<file path="src/rtl/text_mode_pkg.sv">
// Shared text-mode definitions: screen geometry widths and RAM access tags.
package text_mode_pkg;

  localparam int unsigned SCREEN_ADDR_W = 11;
  localparam int unsigned CHR_W         = 8;

  typedef enum logic [1:0] {
    TAG_NONE    = 2'd0,
    TAG_DISP    = 2'd1,
    TAG_HOST_RD = 2'd2
  } tag_t;

  // Host writes produce no return data, so they carry no tag.
  function automatic tag_t host_tag(input logic we);
    return we ? TAG_NONE : TAG_HOST_RD;
  endfunction

endpackage

</file>
<file path="src/rtl/ram_tag_pipe.sv">
// Tag shift register tracking who owns each in-flight RAM read.
module ram_tag_pipe
  import text_mode_pkg::*;
#(
  parameter int unsigned DEPTH = 1
) (
  input  logic clk,
  input  logic rst,
  input  tag_t tag_issue,
  output tag_t tag_ret
);

  tag_t stage_q [DEPTH];

  always_ff @(posedge clk or posedge rst) begin
    if (rst) begin
      for (int unsigned i = 0; i < DEPTH; i++) stage_q[i] <= TAG_NONE;
    end else begin
      stage_q[0] <= tag_issue;
      for (int unsigned i = 1; i < DEPTH; i++) stage_q[i] <= stage_q[i-1];
    end
  end

  assign tag_ret = stage_q[DEPTH-1];

endmodule

</file>
<file path="src/rtl/screen_ram_arbiter.sv">
// Screen RAM arbiter: display fetches take every cycle they ask for, host
// accesses fill the gaps; returning data is routed by the tag pipeline.
module screen_ram_arbiter
  import text_mode_pkg::*;
#(
  parameter int unsigned ADDR_W       = SCREEN_ADDR_W,
  parameter int unsigned DATA_W       = CHR_W,
  parameter int unsigned RAM_LAT      = 1,
  parameter int unsigned HOST_TIMEOUT = 64
) (
  input  logic              clk,
  input  logic              rst,
  input  logic              disp_req_i,
  input  logic [ADDR_W-1:0] disp_addr_i,
  output logic [DATA_W-1:0] disp_data_o,
  output logic              disp_valid_o,
  input  logic              host_req_i,
  input  logic              host_we_i,
  input  logic [ADDR_W-1:0] host_addr_i,
  input  logic [DATA_W-1:0] host_wdata_i,
  output logic              host_ack_o,
  output logic [DATA_W-1:0] host_rdata_o,
  output logic              host_rvalid_o,
  output logic              host_stall_o,
  output logic [ADDR_W-1:0] ram_addr_o,
  output logic [DATA_W-1:0] ram_data_o,
  output logic              ram_wren_o,
  input  logic [DATA_W-1:0] ram_q_i
);

  localparam int unsigned WAIT_W = $clog2(HOST_TIMEOUT + 1);

  if (RAM_LAT < 1 || RAM_LAT > 3) begin : g_bad_lat
    $error("screen_ram_arbiter: RAM_LAT must be 1..3");
  end

  logic [ADDR_W-1:0] addr_q;
  logic [DATA_W-1:0] wdata_q;
  logic [WAIT_W-1:0] wait_q;
  logic [WAIT_W-1:0] wait_d;
  tag_t              issue_tag;
  tag_t              ret_tag;

  // Grant mux; gated by rst so every output reads 0 while reset is held.
  always_comb begin
    ram_addr_o = addr_q;
    ram_data_o = wdata_q;
    ram_wren_o = 1'b0;
    host_ack_o = 1'b0;
    issue_tag  = TAG_NONE;
    if (!rst) begin
      if (disp_req_i) begin
        ram_addr_o = disp_addr_i;
        issue_tag  = TAG_DISP;
      end else if (host_req_i) begin
        ram_addr_o = host_addr_i;
        ram_data_o = host_wdata_i;
        ram_wren_o = host_we_i;
        host_ack_o = 1'b1;
        issue_tag  = host_tag(host_we_i);
      end
    end
  end

  // Host wait counter, saturating at the timeout.
  always_comb begin
    wait_d = wait_q;
    if (!host_req_i || host_ack_o) begin
      wait_d = '0;
    end else if (wait_q != WAIT_W'(HOST_TIMEOUT)) begin
      wait_d = wait_q + WAIT_W'(1);
    end
  end

  ram_tag_pipe #(
    .DEPTH (RAM_LAT)
  ) u_tag_pipe (
    .clk       (clk),
    .rst       (rst),
    .tag_issue (issue_tag),
    .tag_ret   (ret_tag)
  );

  always_ff @(posedge clk or posedge rst) begin
    if (rst) begin
      addr_q        <= '0;
      wdata_q       <= '0;
      wait_q        <= '0;
      host_stall_o  <= 1'b0;
      disp_data_o   <= '0;
      disp_valid_o  <= 1'b0;
      host_rdata_o  <= '0;
      host_rvalid_o <= 1'b0;
    end else begin
      addr_q        <= ram_addr_o;
      wdata_q       <= ram_data_o;
      wait_q        <= wait_d;
      if (wait_d == WAIT_W'(HOST_TIMEOUT)) host_stall_o <= 1'b1;
      disp_valid_o  <= (ret_tag == TAG_DISP);
      host_rvalid_o <= (ret_tag == TAG_HOST_RD);
      if (ret_tag == TAG_DISP)    disp_data_o  <= ram_q_i;
      if (ret_tag == TAG_HOST_RD) host_rdata_o <= ram_q_i;
    end
  end

endmodule

</file>
<file path="config.mk">
export PLATFORM = sky130hd
export DESIGN_NAME = screen_ram_arbiter
export DESIGN_NICKNAME = d
export VERILOG_FILES = /design/src/rtl/text_mode_pkg.sv /design/src/rtl/ram_tag_pipe.sv /design/src/rtl/screen_ram_arbiter.sv
export SDC_FILE = /design/constraint.sdc
export NUM_CORES = 1
export LEC_CHECK = 0
export ABC_CLOCK_PERIOD_IN_PS = 2000
export BUFFER_PORTS_ARGS = -buffer_cell sky130_fd_sc_hd__buf_2
export CORE_ASPECT_RATIO = 0.5
export CORE_UTILIZATION = 29
export DETAILED_ROUTE_END_ITERATION = 10
export GPL_ROUTABILITY_DRIVEN = 0
export PLACE_DENSITY_LB_ADDON = 0.08
export SETUP_SLACK_MARGIN = 0.02
export SLEW_MARGIN = 20
export SYNTH_ARGS = -nofsm -noshare
export SYNTH_HDL_FRONTEND = slang
export SYNTH_SLANG_ARGS = --single-unit
export TNS_END_PERCENT = 50
</file>
<file path="constraint.sdc">
create_clock -name clk -period 2 [get_ports clk]
set_input_delay 0.3 -clock clk [delete_from_list [all_inputs] [get_ports clk]]
set_output_delay 0.3 -clock clk [all_outputs]
set_load 0.02 [all_outputs]
</file>
==> metrics.yaml, run 1 <==
synth_enable_flop_cells: 0
synth_common_cells: "dfrtp_1 (47), mux2_2 (22), nor2b_1 (17)"
status: "finished clean"
grt_antenna_before_repair: 0
post-route-min-period_ns: 1.752
report.final.hold_viol_count: 0
worst_clock_skew_ns: 0.003745
avgSynthCellArea_um2: 11.76
netlist.top_cell.by_area: "dfrtp_1"
timing.rr.end: "host_stall_o"
cts_repair_resize_count: 0
drv.max_cap_violation_count: 0
route.vias.total: 1650
rrSetupSlack_ns: 0.32
num_rows: 21
grt_start_max_net_pins: 32
height_of_the_die_um: 62.26
post-route-period-util_pct: 87.61
critical_path.max_fanout: 11
post_detailed_routing_wire_length_um: 4801
peakVddDrop_v: 0.0004486
max_freq_mhz: 570.7
postSynthRegisterBits: 47
finalNetCount: 312
filler_cell_count: 663
drt_first_iter_violations: 28
dp_hpwl_um: 3480
worst_skew_pair_latency_ns: 0.29
post-layout-total-power_uw: 2828
grt_util_all_layers_pct: 13.95
placed_cell_area_um2: 2666
timing.final.setup_violations: 0
clock_tree_from_tritoncts: "done"
finalCoreUtilization_pct: 41.69
clk_transition_reported_paths_ns: 0.06
portBuffers: 82
post_drt_via_cell_ratio: 4.583
cts_max_path_buffers: 2
core_region_area_um2: 6858
floorplan.die_area_um2: 7627
clkSinkCount: 47
hold_path_endpoint: "u_tag_pipe.tag_ret[1]"
postCtsSetupBuffers: 0
slew_violations: 0
worst_r2r_path_depth: 6
drc: 0
critical_path_required_ns: 1.70
grt_setup_unrepaired: "false"
timing.max_slew.rel_slack_pct: 70.27
critPathLaunchType: "primary input"
hold_wc_startpoint: "host_we_i"
pwr_density_cell_nw_per_um2: 989.3
clock-root-buffer: "clkbuf_16"
synth_flop_cell: "dfrtp_1"
overflow: 0
number_of_cts_inserted_buffers: 5
pre_cts_slack_ns: 0.2379
final_critical_path_setup_slack_ns: 0.2478
hold_buffers: 0
first_global_vias: 1681
min_delay_path_depth: 2
totalNegativeSetupSlack_ns: 0
post_synth_num_cell_types: 33
synthesized_netlist_net_count: 224
worstHoldPathType: "primary input to register"
timing_worst_setup_path_type: "primary input to output pin"
rr_startpoint: "wait_q[0]"
detail_route.first_pass.iterations: 4
synthMostInstantiatedCell: "dfrtp_1"
synth_area_leaders: "dfrtp_1 (56%), mux2_2 (12%), nor2b_1 (5.1%)"
worst_slew_pin_slew_ns: 0.4459
post_route_cells_drive_above_1_share_pct: 47.01
async_reset_ff_share_pct: 100.0
final_antenna_net_count: 0
timing.critical_path.arrival_ns: 1.45
synth_top_area_share_pct: 55.85
routedWlPerCell_um: 13.34
worst_setup_path_end_kind: "output pin"
yosysWarnings: 0
synth_seq_area_share_pct: 55.85
chipWidth_um: 122.5
static-leakage-power_uw: 0.001348
grt_first_pass_wirelength_um: 8038
design.portCount: 83
n_antenna_cell: 0
syn-cell-area_um2: 2106
postLayoutCellArea_um2: 2859
synth_cells: 179
initial_core_util_pct: 30.71
htree_levels: 2
areaGrowthSynthToFinish_pct: 35.77
power by group:
part           total (µW)  leakage, µW  switching [µW]  internal, µW
Clock                1080    0.0000900             364           716
Combinational         612     0.000681             356           257
Sequential           1140     0.000576            53.1          1080
Total                2830      0.00135             772          2060
cells by family (layout without fill, tap and decap cells):
family          count (synthesis)  count (layout)  share of synthesized area [%]
fa+ha+maj                       2               2                          1.188
simple gates                   40              40                          10.64
compound gates                 42              42                          12.95
xor+xnor                        6               6                          2.496
flops                          47              47                          55.85
buf+inv                        17             106                          3.565
mux                            25              25                          13.31
final cells by class:
class | count | area [µm²] | share of cell area (%)
Tap cell | 92 | 115.1 | 4.026
Inverter | 6 | 22.52 | 0.7877
Timing Repair Buffer | 92 | 498.0 | 17.42
Sequential cell | 47 | 1176 | 41.14
Multi-Input combinational cell | 115 | 854.6 | 29.89
Clock inverter | 3 | 67.56 | 2.363
Clock buffer | 5 | 125.1 | 4.376
how the worst max path moves through the flow:
stage,startpoint,endpoint,depth (start not counted)
6_report,rst,ram_data_o[6],6
4_1_cts,rst,ram_data_o[7],6
3_5_place_dp,rst,ram_data_o[7],6
2_1_floorplan,wait_q[0],host_stall_o,7
3_3_place_gp,rst,ram_data_o[4],6
5_1_grt,rst,ram_data_o[6],6
routing by layer:
| layer | share of wire (%) | routed length, µm | up-vias | track usage (%) |
|---|---|---|---|---|
| met5 | 0 | 0 | - | 0 |
| met4 | 1.2 | 57 | 0 | 5.488 |
| met3 | 6.6 | 319 | 5 | 5.515 |
| met2 | 45 | 2158 | 46 | 21.21 |
| met1 | 47 | 2265 | 799 | 17.67 |
| li1 | - | - | 800 | - |
sequential cells by signal (all words and copies together), names as in the netlist:
name                count
host_stall_o            1
disp_valid_o            1
disp_data_o             8
wdata_q                 8
addr_q                 11
host_rvalid_o           1
wait_q                  7
host_rdata_o            8
u_tag_pipe.tag_ret      2
placed cells by master (no fill, tap or decap), types with 2 or more instances in the layout:
master / n
buf_2: 82
dfrtp_1: 47
mux2_2: 22
nor2b_1: 17
a21oi_1: 12
a22oi_1: 11
o21ai_0: 11
buf_4: 9
nor2_1: 7
inv_1: 5
clkbuf_16: 5
xnor2_1: 4
nand2_1: 3
nand3_1: 3
nor3_1: 3
xor2_1: 2
mux2_1: 2
and2_1: 2
ha_1: 2
bufinv_16: 2
metrics by stage:
stage	hold slack [ns]	cells
after floorplan	0.3656	179
after global routing	0.1736	360
after global placement	0.4404	352
final	0.1647	360
after detailed placement	0.4630	352
after CTS	0.1578	360
worst max-delay path, stage by stage:
cell	delay, ns
buf_2	0.13
nor2b_1	0.15
nor2b_1	0.16
buf_4	0.19
mux2_1	0.35
buf_2	0.17
(Power assumes the default switching activity.)
==> inputs of run 2 (changes only) <==
RECOVER_POWER = 100   (was not set)
==> metrics.yaml, run 2 (synthesis results as in run 1) <==
peakVddDrop_v: 0.0004488  # was 0.0004486 V
portBuffers: 82  # unchanged
worst_r2r_path_depth: 6  # unchanged
dp_hpwl_um: 3480  # unchanged
pwr-share-seq_pct: 40.6  # was 40.2%
post_layout_nonfiller_instances: 360  # unchanged
first_global_vias: 1681  # unchanged
timing.max_slew.rel_slack_pct: 51.52  # was 70.27%
design.portCount: 83  # unchanged
drt_first_iter_violations: 34  # was 28
timing.rr.end: "host_stall_o"  # unchanged
htree_levels: 2  # unchanged
timing.critical_path.to: "ram_addr_o[1]"  # was ram_data_o[6]
grt_first_pass_wirelength_um: 8038  # unchanged
slew_violations: 0  # unchanged
rr_startpoint: "wait_q[0]"  # unchanged
clock-root-buffer: "clkbuf_16"  # unchanged
floorplan.die_area_um2: 7627  # unchanged
largest-register: "addr_q"  # unchanged
static-leakage-power_uw: 0.001254  # was 0.001348 µW
setup.worst_path.start: "rst"  # unchanged
intPower_uw: 2026  # was 2056 µW
status: "finished clean"  # unchanged
n_antenna_cell: 0  # unchanged
initial_core_util_pct: 30.71  # unchanged
worst_clock_skew_ns: 0.003371  # was 0.003745 ns
max_freq_mhz: 550.4  # was 570.7 MHz
netSwitchingFraction_pct: 27.69  # was 27.30%
clock_tree_from_tritoncts: "done"  # unchanged
post-route-period-util_pct: 90.84  # was 87.61%
areaGrowthSynthToFinish_pct: 33.21  # was 35.77%
grt_util_all_layers_pct: 13.95  # unchanged
drv.max_cap_violation_count: 0  # unchanged
mostFrequentLayoutCell: "dfrtp_1"  # was buf_2
postCtsSetupBuffers: 0  # unchanged
largest_reg_flops: 11  # unchanged
cts_repair_resize_count: 0  # unchanged
drc: 0  # unchanged
routedWlPerCell_um: 13.36  # was 13.34 µm
overflow: 0  # unchanged
grt_setup_unrepaired: "false"  # unchanged
worst_setup_path_end_kind: "output pin"  # unchanged
worst_slew_pin_slew_ns: 0.7264  # was 0.4459 ns
core_region_area_um2: 6858  # unchanged
post_drt_via_cell_ratio: 4.600  # was 4.583
post_route_cells_drive_above_1_share_pct: 33.96  # was 47.01%
critical_path_required_ns: 1.70  # about the same
clkSinkCount: 47  # unchanged
finalCoreUtilization_pct: 40.90  # was 41.69%
post-route-min-period_ns: 1.817  # was 1.752 ns
power.combinational.fraction_pct: 20.8  # was 21.6%
timing_worst_setup_path_type: "primary input to output pin"  # unchanged
finalNetCount: 312  # unchanged
number_of_cts_inserted_buffers: 5  # unchanged
cts_max_path_buffers: 2  # unchanged
num_rows: 21  # unchanged
min_delay_path_depth: 2  # unchanged
critical_path.max_fanout: 11  # unchanged
top_library_cells_by_usage_in_the_layout_fill_and_taps_aside: "dfrtp_1 (47), buf_2 (41), clkbuf_1 (31), mux2_2 (20), nor2b_1 (17)"  # was buf_2 (82), dfrtp_1 (47), mux2_2 (22), nor2b_1 (17), a21oi_1 (12)
route.vias.total: 1656  # was 1650
net_switching_power_of_the_design_uw: 775.9  # was 772.3 µW
post-place-cells: 352  # unchanged
height_of_the_die_um: 62.26  # unchanged
post_detailed_routing_wire_length_um: 4808  # was 4801 µm
grt_start_max_net_pins: 32  # unchanged
detail_route.first_pass.iterations: 4  # unchanged
power.clock.fraction_pct: 38.5  # was 38.2%
timing.final.setup_violations: 0  # unchanged
report.final.hold_viol_count: 0  # unchanged
rrSetupSlack_ns: 0.24  # was 0.32 ns
final_antenna_net_count: 0  # unchanged
clk_transition_reported_paths_ns: 0.06  # about the same
grt_antenna_before_repair: 0  # unchanged
pwr_density_cell_nw_per_um2: 998.9  # was 989.3 nW/µm²
timing.critical_path.arrival_ns: 1.52  # was 1.45 ns
chipWidth_um: 122.5  # unchanged
critPathLaunchType: "primary input"  # unchanged
worst_skew_pair_latency_ns: 0.29  # about the same
worstHoldPathType: "primary input to register"  # unchanged
post-layout-total-power_uw: 2802  # was 2828 µW
totalNegativeSetupSlack_ns: 0  # unchanged
hold_buffers: 0  # unchanged
-- run 2: cell types whose count changed in the layout (fill, tap and decap cells not counted), sizes merged --
cell    previous run  this run
buf               92        48
clkbuf             5        49
-- run 2: critical path, stage by stage --
cell and delay, ns:
clkbuf_1 0.18, clkbuf_1 0.46, a22oi_1 0.17, o21ai_0 0.14, clkbuf_1 0.26
-- run 2: power groups by stage --
stage / sequential, µW / combinational, µW / clock [µW]
4_1_cts: 1140 / 622 / 1120
5_1_grt: 1160 / 638 / 1160
3_3_place_gp: 1150 / 614 / 0
3_5_place_dp: 1160 / 622 / 0
2_1_floorplan: 1240 / 302 / 0
6_report: 1140 / 583 / 1080
-- run 2: how the worst min path moves through the flow --
stage | start | to | slack (ns)
after floorplan | host_we_i | u_tag_pipe.tag_ret[1] | 0.37
after global placement | host_stall_o | host_stall_o | 0.44
after detailed placement | host_stall_o | host_stall_o | 0.46
after CTS | host_we_i | u_tag_pipe.tag_ret[1] | 0.16
after global routing | host_we_i | u_tag_pipe.tag_ret[1] | 0.17
final | host_we_i | u_tag_pipe.tag_ret[1] | 0.16
-- run 2: layout make-up --
type / count / area (µm²)
Clock buffer: 5 / 125.1
Clock inverter: 3 / 67.56
Fill cell: 678 / 4053
Inverter: 6 / 22.52
Multi-Input combinational cell: 115 / 847.1
Sequential cell: 47 / 1176
Tap cell: 92 / 115.1
Timing Repair Buffer: 92 / 451.7
-- run 2: through the flow --
step / hold WS (ns) / area (µm²) / setup WS, ns
after floorplan: 0.3656 / 2106 / 0.2366
after global placement: 0.4404 / 2666 / 0.2724
after detailed placement: 0.4630 / 2666 / 0.2379
after CTS: 0.1578 / 2859 / 0.2256
after global routing: 0.1736 / 2805 / 0.06520
final: 0.1646 / 2805 / 0.1832
-- run 2: per-layer routing --
metal	global-route usage (%)	part of all wire (%)	up-vias
met5	0	0	-
met4	5.488	1.2	0
met3	5.515	6.9	5
met2	21.21	45	46
met1	17.67	47	803
li1	-	-	802
==> inputs of run 3 (changes only) <==
CORE_ASPECT_RATIO = 1.25   (was 0.5)
==> metrics.yaml, run 3 (synthesis results as in run 1) <==
drc: 0  # unchanged
slew_violations: 0  # unchanged
dp_hpwl_um: 3631  # was 3480 µm
totalNegativeSetupSlack_ns: 0  # unchanged
design.portCount: 83  # unchanged
clock_tree_from_tritoncts: "done"  # unchanged
grt_start_max_net_pins: 24  # was 32
portBuffers: 82  # unchanged
pwr-share-seq_pct: 48.9  # was 40.6%
grt_first_pass_wirelength_um: 8155  # was 8038 µm
power.combinational.fraction_pct: 25.1  # was 20.8%
detail_route.first_pass.iterations: 4  # unchanged
post-route-min-period_ns: 1.845  # was 1.817 ns
critical_path.max_fanout: 14  # was 11
n_antenna_cell: 0  # unchanged
net_switching_power_of_the_design_uw: 737.8  # was 775.9 µW
max_freq_mhz: 541.9  # was 550.4 MHz
areaGrowthSynthToFinish_pct: 28.70  # was 33.21%
clkSinkCount: 47  # unchanged
pre_cts_slack_ns: 0.1576  # was 0.2379 ns
number_of_cts_inserted_buffers: 5  # unchanged
filler_cell_count: 751  # was 678
pwr_density_cell_nw_per_um2: 857.4  # was 998.9 nW/µm²
timing.max_slew.rel_slack_pct: 42.65  # was 51.52%
core_region_area_um2: 6977  # was 6858 µm²
worst_setup_path_end_kind: "output pin"  # unchanged
floorplan.die_area_um2: 7608  # was 7627 µm²
timing.final.setup_violations: 0  # unchanged
route.vias.total: 1647  # was 1656
netSwitchingFraction_pct: 31.75  # was 27.69%
drv.max_cap_violation_count: 0  # unchanged
status: "finished clean"  # unchanged
mostFrequentLayoutCell: "dfrtp_1"  # unchanged
final_critical_path_setup_slack_ns: 0.1547  # was 0.1832 ns
worstHoldPathType: "primary input to register"  # unchanged
timing.critical_path.arrival_ns: 1.55  # was 1.52 ns
chipWidth_um: 78.22  # was 122.5 µm
grt_util_all_layers_pct: 13.63  # was 13.95%
cpMostUsedCell: "clkbuf_1"  # unchanged
post_route_cells_drive_above_1_share_pct: 32.84  # was 33.96%
worst_slew_pin_slew_ns: 0.8594  # was 0.7264 ns
top_delay_family_on_crit_path: "buffers and inverters"  # unchanged
routedWlPerCell_um: 13.64  # was 13.36 µm
power.clock.fraction_pct: 26.0  # was 38.5%
initial_core_util_pct: 30.18  # was 30.71%
drt_first_iter_violations: 40  # was 34
critPathLaunchType: "primary input"  # unchanged
largest_stage_delay_on_the_critical_path_ns: 0.28  # was 0.46 ns
num_rows: 34  # was 21
path_cells: "buf_2 -> nor2b_1 -> clkbuf_1 -> a22oi_1 -> o21ai_0 -> clkbuf_1"  # was clkbuf_1 -> clkbuf_1 -> a22oi_1 -> o21ai_0 -> clkbuf_1
grt_antenna_before_repair: 0  # unchanged
postCtsSetupBuffers: 0  # unchanged
top_library_cells_by_usage_in_the_layout_fill_and_taps_aside: "dfrtp_1 (47), buf_2 (42), clkbuf_1 (38), mux2_2 (21), nor2b_1 (17)"  # was dfrtp_1 (47), buf_2 (41), clkbuf_1 (31), mux2_2 (20), nor2b_1 (17)
clk_transition_reported_paths_ns: 0.09  # was 0.06 ns
intPower_uw: 1586  # was 2026 µW
first_global_vias: 1652  # was 1681
overflow: 0  # unchanged
grt_setup_unrepaired: "false"  # unchanged
cp.buffers_inverters: 3  # unchanged
timing_worst_setup_path_type: "primary input to output pin"  # unchanged
cts_repair_resize_count: 0  # unchanged
clock-root-buffer: "clkbuf_8"  # was clkbuf_16
report.final.hold_viol_count: 0  # unchanged
height_of_the_die_um: 97.27  # was 62.26 µm
static-leakage-power_uw: 0.001197  # was 0.001254 µW
timing.critical_path.slowest_stage_cell: "clkbuf_1"  # unchanged
cts_max_path_buffers: 2  # unchanged
largest-register: "addr_q"  # unchanged
final_antenna_net_count: 0  # unchanged
critical_path_required_ns: 1.70  # about the same
largest_reg_flops: 11  # unchanged
hold_buffers: 0  # unchanged
peakVddDrop_v: 0.0003538  # was 0.0004488 V
htree_levels: 2  # unchanged
worst_clock_skew_ns: 0.004361  # was 0.003371 ns
post_detailed_routing_wire_length_um: 4925  # was 4808 µm
post-route-period-util_pct: 92.27  # was 90.84%
worst_skew_pair_latency_ns: 0.29  # about the same
post_drt_via_cell_ratio: 4.562  # was 4.600
finalNetCount: 315  # was 312
## run 3: changes by cell type in the layout (fill, tap and decap cells not counted), moves of 2 or more
cell / change
bufinv_16: -2
clkbuf_16: -5
clkbuf_1: +7
clkbuf_2: -5
clkbuf_8: +6
## run 3: metal layers
metal  up-vias  global-route usage (%)  share of wire (%)
li1        803                       -                  -
met1       800                   18.79                 46
met2        40                   20.85                 49
met3         4                   3.474                5.0
met4         0                   4.274               0.85
met5         -                       0                  0
## run 3: worst paths after layout
check,slack [ns],start,endpoint,depth (start not counted)
worst max register to register,0.27,wait_q[0],host_stall_o,6
max in group asynchronous,0.59,rst,wdata_q[4],4
worst max-delay path,0.15,disp_req_i,ram_addr_o[8],6
worst min-delay path,0.16,host_we_i,u_tag_pipe.tag_ret[1],2
min in group asynchronous,0.39,rst,host_rvalid_o,3
worst min register to register,0.47,host_stall_o,host_stall_o,2
## run 3: cell type report
cell class	count	area [µm²]	area share, %
Multi-Input combinational cell	115	854.6	31.53
Timing Repair Buffer	95	445.4	16.44
Clock inverter	2	16.27	0.6002
Tap cell	90	112.6	4.155
Sequential cell	47	1176	43.40
Clock buffer	6	82.58	3.047
Inverter	6	22.52	0.8310
## run 3: worst register-to-register path, cell delays in order (launching register included)
cell and delay [ns]:
dfrtp_1 0.35, inv_1 0.07, ha_1 0.19, and3b_1 0.19, and2_4 0.18, a2111oi_1 0.53
o41ai_2 0.10
## run 3: power by group through the flow
stage | clock, µW | combinational (µW) | sequential [µW]
2_1_floorplan | 0 | 302 | 1240
4_1_cts | 638 | 633 | 1140
6_report | 604 | 583 | 1140
5_1_grt | 676 | 633 | 1150
3_3_place_gp | 0 | 628 | 1150
3_5_place_dp | 0 | 633 | 1150
## run 3: metrics by stage
step | std cells | cell area [µm²] | power (µW) | hold slack, ns | utilization [%]
global placement | 353 | 2686 | 1781 | 0.4649 | 38.50
CTS | 361 | 2785 | 2407 | 0.1490 | 39.92
global route | 361 | 2710 | 2464 | 0.1522 | 38.85
finish | 361 | 2710 | 2324 | 0.1609 | 38.85
floorplan | 179 | 2106 | 1537 | 0.3656 | -
detailed placement | 353 | 2686 | 1786 | 0.4558 | 38.50
